===== src/rtl/round_sequencer.sv =====
// Round sequencer: loads a state word into slice memory, runs it through the
// enabled stage units for a fixed number of rounds, then unloads it.
module round_sequencer #(
  parameter int NUM_STAGES = 5,
  parameter int SLICES     = 64,
  parameter int ROUNDS     = 24,
  localparam int SW = $clog2(SLICES),
  localparam int RW = (ROUNDS > 1) ? $clog2(ROUNDS) : 1,
  localparam int XW = $clog2(NUM_STAGES + 1)
) (
  input  logic                  clk,
  input  logic                  rst,
  input  logic                  start,
  input  logic                  abort,
  input  logic [NUM_STAGES-1:0] stage_mask,
  input  logic                  in_valid,
  input  logic                  out_ack,
  input  logic [NUM_STAGES-1:0] stg_ready,
  input  logic [NUM_STAGES-1:0] stg_put_input,
  input  logic [NUM_STAGES-1:0] stg_out_ready,
  output logic                  ready,
  output logic                  in_req,
  output logic                  out_valid,
  output logic                  done,
  output logic                  aborted,
  output logic [NUM_STAGES-1:0] stg_start,
  output logic                  mem_read,
  output logic                  mem_write,
  output logic [SW-1:0]         mem_addr,
  output logic [XW-1:0]         mem_src,
  output logic [XW-1:0]         stage_idx,
  output logic [RW-1:0]         round_idx
);

  typedef enum logic [3:0] {
    S_IDLE      = 4'd0,
    S_LOAD      = 4'd1,
    S_WAIT_RDY  = 4'd2,
    S_START     = 4'd3,
    S_WAIT_IN   = 4'd4,
    S_FEED      = 4'd5,
    S_WAIT_OUT  = 4'd6,
    S_WB        = 4'd7,
    S_ROUND_END = 4'd8,
    S_UNLOAD    = 4'd9,
    S_DONE      = 4'd10
  } state_t;

  localparam logic [SW-1:0] SLICE_LAST = SW'(SLICES - 1);
  localparam logic [RW-1:0] ROUND_LAST = RW'(ROUNDS - 1);

  state_t                  state;
  logic [SW-1:0]           slice;
  logic [RW-1:0]           round;
  logic [XW-1:0]           stage;
  logic [NUM_STAGES-1:0]   mask;
  logic                    abort_seen;

  logic [NUM_STAGES-1:0]   sel;
  logic                    sel_ready;
  logic                    sel_put;
  logic                    sel_out;
  logic [XW:0]             first_stage;
  logic [XW:0]             next_stage;

  // Lowest enabled stage at or above 'from'; MSB flags that one was found.
  function automatic logic [XW:0] find_enabled(input logic [NUM_STAGES-1:0] m,
                                               input logic [XW-1:0] from);
    logic [XW:0] r;
    r = {(XW + 1){1'b0}};
    for (int i = NUM_STAGES - 1; i >= 0; i--) begin
      if (m[i] && (XW'(i) >= from)) begin
        r = {1'b1, XW'(i)};
      end
    end
    return r;
  endfunction

  // One-hot select of the current stage and its qualified handshakes
  always_comb begin
    for (int i = 0; i < NUM_STAGES; i++) begin
      sel[i] = (stage == XW'(i));
    end
    sel_ready   = |(stg_ready & sel);
    sel_put     = |(stg_put_input & sel);
    sel_out     = |(stg_out_ready & sel);
    first_stage = find_enabled(mask, {XW{1'b0}});
    next_stage  = find_enabled(mask, stage + XW'(1));
  end

  // Sequencer state, counters and latched stage mask
  always_ff @(posedge clk or posedge rst) begin
    if (rst) begin
      state      <= S_IDLE;
      slice      <= {SW{1'b0}};
      round      <= {RW{1'b0}};
      stage      <= {XW{1'b0}};
      mask       <= {NUM_STAGES{1'b0}};
      abort_seen <= 1'b0;
    end else begin
      abort_seen <= 1'b0;
      if (abort && (state != S_IDLE)) begin
        state      <= S_IDLE;
        slice      <= {SW{1'b0}};
        round      <= {RW{1'b0}};
        stage      <= {XW{1'b0}};
        abort_seen <= 1'b1;
      end else begin
        case (state)
          S_IDLE: begin
            if (start) begin
              state <= S_LOAD;
              mask  <= stage_mask;
              slice <= {SW{1'b0}};
              round <= {RW{1'b0}};
              stage <= {XW{1'b0}};
            end
          end
          S_LOAD: begin
            if (in_valid) begin
              if (slice == SLICE_LAST) begin
                slice <= {SW{1'b0}};
                if (first_stage[XW]) begin
                  stage <= first_stage[XW-1:0];
                  state <= S_WAIT_RDY;
                end else begin
                  state <= S_ROUND_END;
                end
              end else begin
                slice <= slice + SW'(1);
              end
            end
          end
          S_WAIT_RDY: begin
            if (sel_ready) begin
              state <= S_START;
            end
          end
          S_START: begin
            slice <= {SW{1'b0}};
            state <= S_WAIT_IN;
          end
          S_WAIT_IN: begin
            if (sel_put) begin
              state <= S_FEED;
            end
          end
          S_FEED: begin
            if (sel_put) begin
              if (slice == SLICE_LAST) begin
                slice <= {SW{1'b0}};
                state <= S_WAIT_OUT;
              end else begin
                slice <= slice + SW'(1);
              end
            end
          end
          S_WAIT_OUT: begin
            slice <= {SW{1'b0}};
            if (sel_out) begin
              state <= S_WB;
            end
          end
          S_WB: begin
            if (slice == SLICE_LAST) begin
              slice <= {SW{1'b0}};
              if (next_stage[XW]) begin
                stage <= next_stage[XW-1:0];
                state <= S_WAIT_RDY;
              end else begin
                state <= S_ROUND_END;
              end
            end else begin
              slice <= slice + SW'(1);
            end
          end
          S_ROUND_END: begin
            if (round == ROUND_LAST) begin
              slice <= {SW{1'b0}};
              state <= S_UNLOAD;
            end else begin
              round <= round + RW'(1);
              // An all-zero mask simply idles one cycle per round here.
              if (first_stage[XW]) begin
                stage <= first_stage[XW-1:0];
                state <= S_WAIT_RDY;
              end else begin
                state <= S_ROUND_END;
              end
            end
          end
          S_UNLOAD: begin
            if (out_ack) begin
              if (slice == SLICE_LAST) begin
                slice <= {SW{1'b0}};
                state <= S_DONE;
              end else begin
                slice <= slice + SW'(1);
              end
            end
          end
          S_DONE: begin
            state <= S_IDLE;
          end
          default: begin
            state <= S_IDLE;
          end
        endcase
      end
    end
  end

  // Output decode from state and counters; strobes qualified by the live handshake
  always_comb begin
    ready     = 1'b0;
    in_req    = 1'b0;
    out_valid = 1'b0;
    done      = 1'b0;
    stg_start = {NUM_STAGES{1'b0}};
    mem_read  = 1'b0;
    mem_write = 1'b0;
    mem_src   = {XW{1'b0}};
    case (state)
      S_IDLE: begin
        ready = 1'b1;
      end
      S_LOAD: begin
        in_req    = 1'b1;
        mem_write = in_valid;
      end
      S_START: begin
        stg_start = sel;
      end
      S_FEED: begin
        mem_read = sel_put;
      end
      S_WB: begin
        mem_write = 1'b1;
        mem_src   = stage + XW'(1);
      end
      S_UNLOAD: begin
        out_valid = 1'b1;
        mem_read  = 1'b1;
      end
      S_DONE: begin
        done = 1'b1;
      end
      default: begin
        ready = 1'b0;
      end
    endcase
    aborted   = abort_seen;
    mem_addr  = slice;
    stage_idx = stage;
    round_idx = round;
  end

endmodule


===== config.mk =====
export PLATFORM = sky130hd
export DESIGN_NAME = round_sequencer
export DESIGN_NICKNAME = d
export VERILOG_FILES = /design/src/rtl/round_sequencer.sv
export SDC_FILE = /design/constraint.sdc
export NUM_CORES = 1
export LEC_CHECK = 0
export ABC_CLOCK_PERIOD_IN_PS = 2400
export CORE_ASPECT_RATIO = 0.8
export CORE_UTILIZATION = 44
export CTS_CLUSTER_SIZE = 20
export DETAILED_ROUTE_END_ITERATION = 8
export GPL_ROUTABILITY_DRIVEN = 0
export PLACE_DENSITY_LB_ADDON = 0.1
export SETUP_SLACK_MARGIN = 0.2
export SKIP_CTS_REPAIR_TIMING = 1
export SYNTH_ARGS = -nofsm -noshare
export SYNTH_HDL_FRONTEND = slang
export SYNTH_SLANG_ARGS = --single-unit

===== constraint.sdc =====
create_clock -name clk -period 2.4 [get_ports clk]
set_clock_uncertainty 0.05 [all_clocks]
set_input_delay 0.24 -clock clk [delete_from_list [all_inputs] [get_ports clk]]
set_output_delay 0.24 -clock clk [all_outputs]
set_load 0.03 [all_outputs]

Yosys cells after proc, flatten, opt, wreduce, memory -nomap -nowiden. Index checks and enable logic that the tools add are counted. W data, S select, Z words.

$add $sub $neg: 3. $lt $le $gt $ge: 5. Equal/unequal tests: 30. Mux-type cells: 56. Bitwise operators: 4. Reductions and logical operators: 21.

Operator list (number): $mux W4 (25); $mux W6 (7); $ne A3 B3 Y1 const B (14); $pmux W6 S7 (1); $pmux W4 S10 (1); $mux W3 (9); $mux W5 (4); $eq A4 B3 Y1 const B (4); $and A5 B5 Y5 (3); $reduce_or A5 Y1 (3); $eq A4 B4 Y1 const B (3); $pmux W3 S4 (1); $reduce_and A11 Y1 (1); $pmux W5 S2 (1); $eq A4 B2 Y1 const B (2); $reduce_bool A8 Y1 (1); $reduce_and A7 Y1 (1); $add A6 B1 Y6 const B (1); $eq A3 B2 Y1 const B (2); $eq A6 B6 Y1 const B (1); $ge A1 B3 Y1 const A (2); $ge A2 B3 Y1 const A (2); $logic_and A1 B1 Y1 (6); $reduce_and A3 Y1 (2); 17 further kinds (22).

Bits in registers: 24. Input port bits: 26. Output and inout bits: 29. Word-level logic and storage cells: 125.

Logic depth before layout (Yosys ltp). Gate-level depths: netlist of the first run.

Depth after elaboration: 12. Mapped depth: 10. Mapped depth without buffers: 8.

Worst setup path after synthesis of the first run. Ideal clock, no wire load.

Path kind: register to register. Start point: register stage[0] (netlist: stage_idx[0]). End point: register state[0]. Setup time: 0.125 ns. Arrival time: 2.367 ns. Required time: 2.225 ns. Path slack: -0.142 ns. Stages on the path, launching flop included: 9. Path buffers: 1. Period minus slack after synthesis: 2.542 ns. Cells stage by stage: dfrtp_1 > inv_1 > ha_1 > buf_2 > a222oi_1 > o21ai_1 > or4_4 > o21a_4 > mux2_4.

Longest elaborated chain between the ends: 5. Elaborated cells on any way between the ends: 16. Those cells by class: eq/ne (8); bitwise (3); reduce/logical (5).

Ends and longest elaborated chain: start: declaration (RTL line 55) `logic [XW-1:0] stage;`; start signal: assignment (RTL line 97) `stage <= {XW{1'b0}};`; start signal: assignment (RTL line 106) `stage <= {XW{1'b0}};`; start signal: assignment (RTL line 116) `stage <= {XW{1'b0}};`; $eq A3 B1 Y1, or another cell as far along (RTL line 82) `sel[i] = (stage == XW'(i));`; $and A5 B5 Y5 (on tied branches) (RTL line 86, 84, 85); $reduce_or A5 Y1 (on tied branches) (RTL line 86, 84, 85); $ne A3 B3 Y1 (no source line); $reduce_and A11 Y1 (no source line) *; end signal: assignment (RTL line 94) `state <= S_IDLE;`; end signal: assignment (RTL line 103) `state <= S_IDLE;`; end signal: assignment (RTL line 112) `state <= S_LOAD;`; end: declaration (RTL line 52) `state_t state;`.

Every way passes the cells marked *; elsewhere a longest branch is shown, timed or not. A chain may end at the register's enable or synchronous reset.

Worst setup path in the final report of the first run.
Start point: register stage[0] (netlist: stage_idx[0]). End point: register state[3].

Longest elaborated chain between the ends: 12. Elaborated cells on any way between the ends: 36. Those cells by class: add/sub (1); order compare (5); eq/ne (8); mux (9); bitwise (3); reduce/logical (10).

Ends and longest elaborated chain: $add A3 B1 Y3 (RTL line 88) `next_stage = find_enabled(mask, stage + XW'(1));`; $ge A3 B3 Y1 (RTL line 72) `if (m[i] && (XW'(i) >= from)) begin`; $logic_and A1 B1 Y1 (RTL line 72); $mux W4 (5 in series) (RTL line 72); $mux W4 (RTL line 167) `if (next_stage[XW]) begin`; $mux W4 (RTL line 165) `if (slice == SLICE_LAST) begin`; $pmux W4 S10 (RTL line 109) `case (state)`; $mux W4 (RTL line 102) `if (abort && (state != S_IDLE)) begin`; end signal: assignment (RTL line 103); end signal: assignment (RTL line 112); end signal: assignment (RTL line 169) `state <= S_WAIT_RDY;`.

Parallel ways exist; a longest one is shown, timed or not. The select of a mux whose other input is x is not followed.

==> metrics.md, run 1 <==
| Metric | Value |
|---|---|
| Status | `finished clean` |
| Clk Latency, worst-skew pair | `280 ps` |
| Root buffer cell | `clkbuf_8` |
| Syn Nets | `273` |
| Final period util | `96.7%` |
| Most common cell after layout, fill and taps aside | `clkdlybuf4s50_1` |
| Count of different cell masters after synthesis | `61` |
| CTS clk-pin slew, worst paths | `90 ps` |
| Gr ovfl total | `0` |
| Initial antenna violation count | `0` |
| Slew Limit Headroom | `62.3%` |
| Die area | `0.00485 mm2` |
| Synthesis-to-layout area growth | `43.0%` |
| Slowest CP cell | `or4_4` |
| Placed Instances | `353` |
| CORE AREA | `0.00428 mm2` |
| Ys async rst share | `100%` |
| Mux share of post-synthesis cell area | `4.79%` |
| Number of enable flip-flop cells after synthesis | `0` |
| Die height | `62.5 um` |
| Most frequent cells in the layout | `40 x clkdlybuf4s50_1, 23 x nand2_1, 23 x nor2_1, 20 x buf_4, 18 x dfrtp_1` |
| Crit Path Category | `reg -> reg` |
| Share of cells above drive strength 1 | `24.8%` |
| Seq cells post-synth | `24` |
| CP arrival | `2430 ps` |
| Post-route DRC violation count | `0` |
| GRT met1 Usage | `35.2%` |
| Final setup fails | `0` |
| Via count | `2009` |
| CP max FO | `4` |
| Worst path max stage delay | `490 ps` |
| Dpl cell area | `0.00270 mm2` |
| VDD IR max | `0.460 mV` |
| Met3 Track Usage GR | `4.09%` |
| Main combinational cell family by area after synthesis | `simple AND/OR/NAND/NOR gates` |
| Slew @ Worst Pin | `565 ps` |
| Pin count of the biggest net entering global routing | `15` |
| Leak | `0.00133 uW` |
| Post-Synth XOR/XNOR Area | `0%` |
| Global-route wire length before repair | `9080 um` |
| Port bufs | `54` |
| Vias in the first global route | `1915` |
| IO Pins | `55` |
| Syn avg cell area | `8.42 um2` |
| RSZ-0062 raised after global routing | `true` |
| DIE WIDTH | `77.6 um` |
| Synth Warn # | `0` |
| Final Instance Count excl. Fillers | `360` |
| Initial DRT Pass Iterations | `4` |
| Compound-Gate Fraction of Synth Area | `26.2%` |
| Initial Utilization | `47.0%` |
| Adder-cell share of the synthesized area | `4.98%` |
| Number of CTS-inserted buffers | `3` |
| Period minus WS final | `2320 ps` |
| Post-synthesis sequential area ratio | `29.9%` |
| Max-Cap Viols | `0` |
| Clk sinks | `24` |
| Crit path cell chain | `ha_1 > ha_4 > a32oi_1 > o21ai_1 > or4_4 > o21a_4 > mux2_4` |
| Worst Path Required | `2510 ps` |
| CP top delay family | `simple AND/OR/NAND/NOR gates` |
| Final number of hold-violating endpoints | `0` |
| Setup TNS | `0 ps` |
| Hold WC Path Type | `in -> async` |
| PwrDens | `975 mW/mm2` |
| CTS tree | `done` |
| Vias per cell | `5.58` |
| Buf/Inv on CP | `0` |
| Total GRT Usage | `23.7%` |
| Total Wirelength | `5490 um` |
| Worst Setup Start Kind | `flip-flop` |
| Antenna Cells | `0` |
| CTS H-tree lvls | `1` |
| Critical Path End Type | `flip-flop` |
| Layout Nets | `338` |
| Clk buf depth | `2` |
| Util after Layout | `67.2%` |
| Wire per inst | `15.3 um` |
| Area of the mapped netlist | `0.00201 mm2` |
| Iteration-0 DRC Markers | `156` |
| Antenna viol nets, final | `0` |
| Max Freq | `431 MHz` |
| Cells after synthesis | `239` |
| Global routing usage on met2 | `36.4%` |
| Top_reg_cell synth | `dfrtp_1` |
| Simple-Gate Fraction of Synth Area | `28.4%` |
| Max Transition Viols Final | `0` |
| Grt peak-use layer | `met2` |
| HPWL after DPL | `4190 um` |
| Fin area | `0.00288 mm2` |
| Final Power | `2800 uW` |
| FP Rows | `21` |
| # fillers | `346` |
stage by stage:
stage	hold WS, ps	setup WS, ps
final	263	79.5
after global routing	324	17.6
after global placement	444	100
after floorplan	204	81.9
after detailed placement	450	71.8
after CTS	270	-218
cells by family (layout without fill, tap and decap cells):
logic type               count (synthesis)  in the layout
buffers and inverters                   25             88
adder cells (fa/ha/maj)                  8              8
AND/OR/NAND/NOR                        103            103
flip-flops                              24             24
AO/OA/AOI/OAI                           71             72
multiplexers                             8              8
cell type report:
cell class | count | area, um2 | area share [%]
tap | 57 | 71.3 | 2.48
timing repair buffer | 71 | 673 | 23.4
sequential | 24 | 608 | 21.1
clock buffer | 3 | 41.3 | 1.44
clock inverter | 1 | 30.0 | 1.04
inverter | 13 | 53.8 | 1.87
multi-input combinational | 191 | 1400 | 48.6
cells in the mapped netlist, drive strengths merged (5+ instances only):
cell / count / area (um2)
nor2b: 7 / 46.3
nor2: 23 / 86.3
buf: 8 / 50.1
a22oi: 5 / 37.5
nand3: 8 / 40.0
or2: 6 / 40.0
inv: 13 / 48.8
dfrtp: 24 / 601
nand2b: 7 / 43.8
a21oi: 12 / 63.8
nor3: 9 / 50.1
ha: 8 / 100
o21ai: 22 / 125
nand2: 23 / 86.3
mux2: 7 / 86.3
and2: 5 / 31.3
report_power, final:
part,internal (uW),switching [uW]
clock network,223,141
logic,799,948
registers,505,188
total,1530,1280
sequential cells by signal (all words and copies together), names as in the netlist:
signal / count
mem_addr: 6
state: 4
stage_idx: 3
round_idx: 5
aborted: 1
mask: 5
path summary, 6_finish.rpt:
kind,start,to,slack [ps],cells past startpoint
worst min-delay path,rst,mask[0],260,2
worst min register to register,round_idx[4],round_idx[4],460,1
worst max register to register,stage_idx[0],state[3],80,7
max in group asynchronous,rst,mem_addr[0],1460,3
worst max-delay path,stage_idx[0],state[3],80,7
min in group clk,round_idx[4],round_idx[4],460,1
layer usage:
metal,up-vias,wire [um]
met2,87,2310
met5,-,0
li1,1002,-
met4,0,21
met1,916,2780
met3,4,379
Note: power is estimated with default switching activity, not from simulation.
==> run 2: changes to the inputs <==
Settings changed: CAP_MARGIN set to 15.
==> results of run 2 <==
Same layout as run 1: the final DEF is identical, and so are final timing and power.
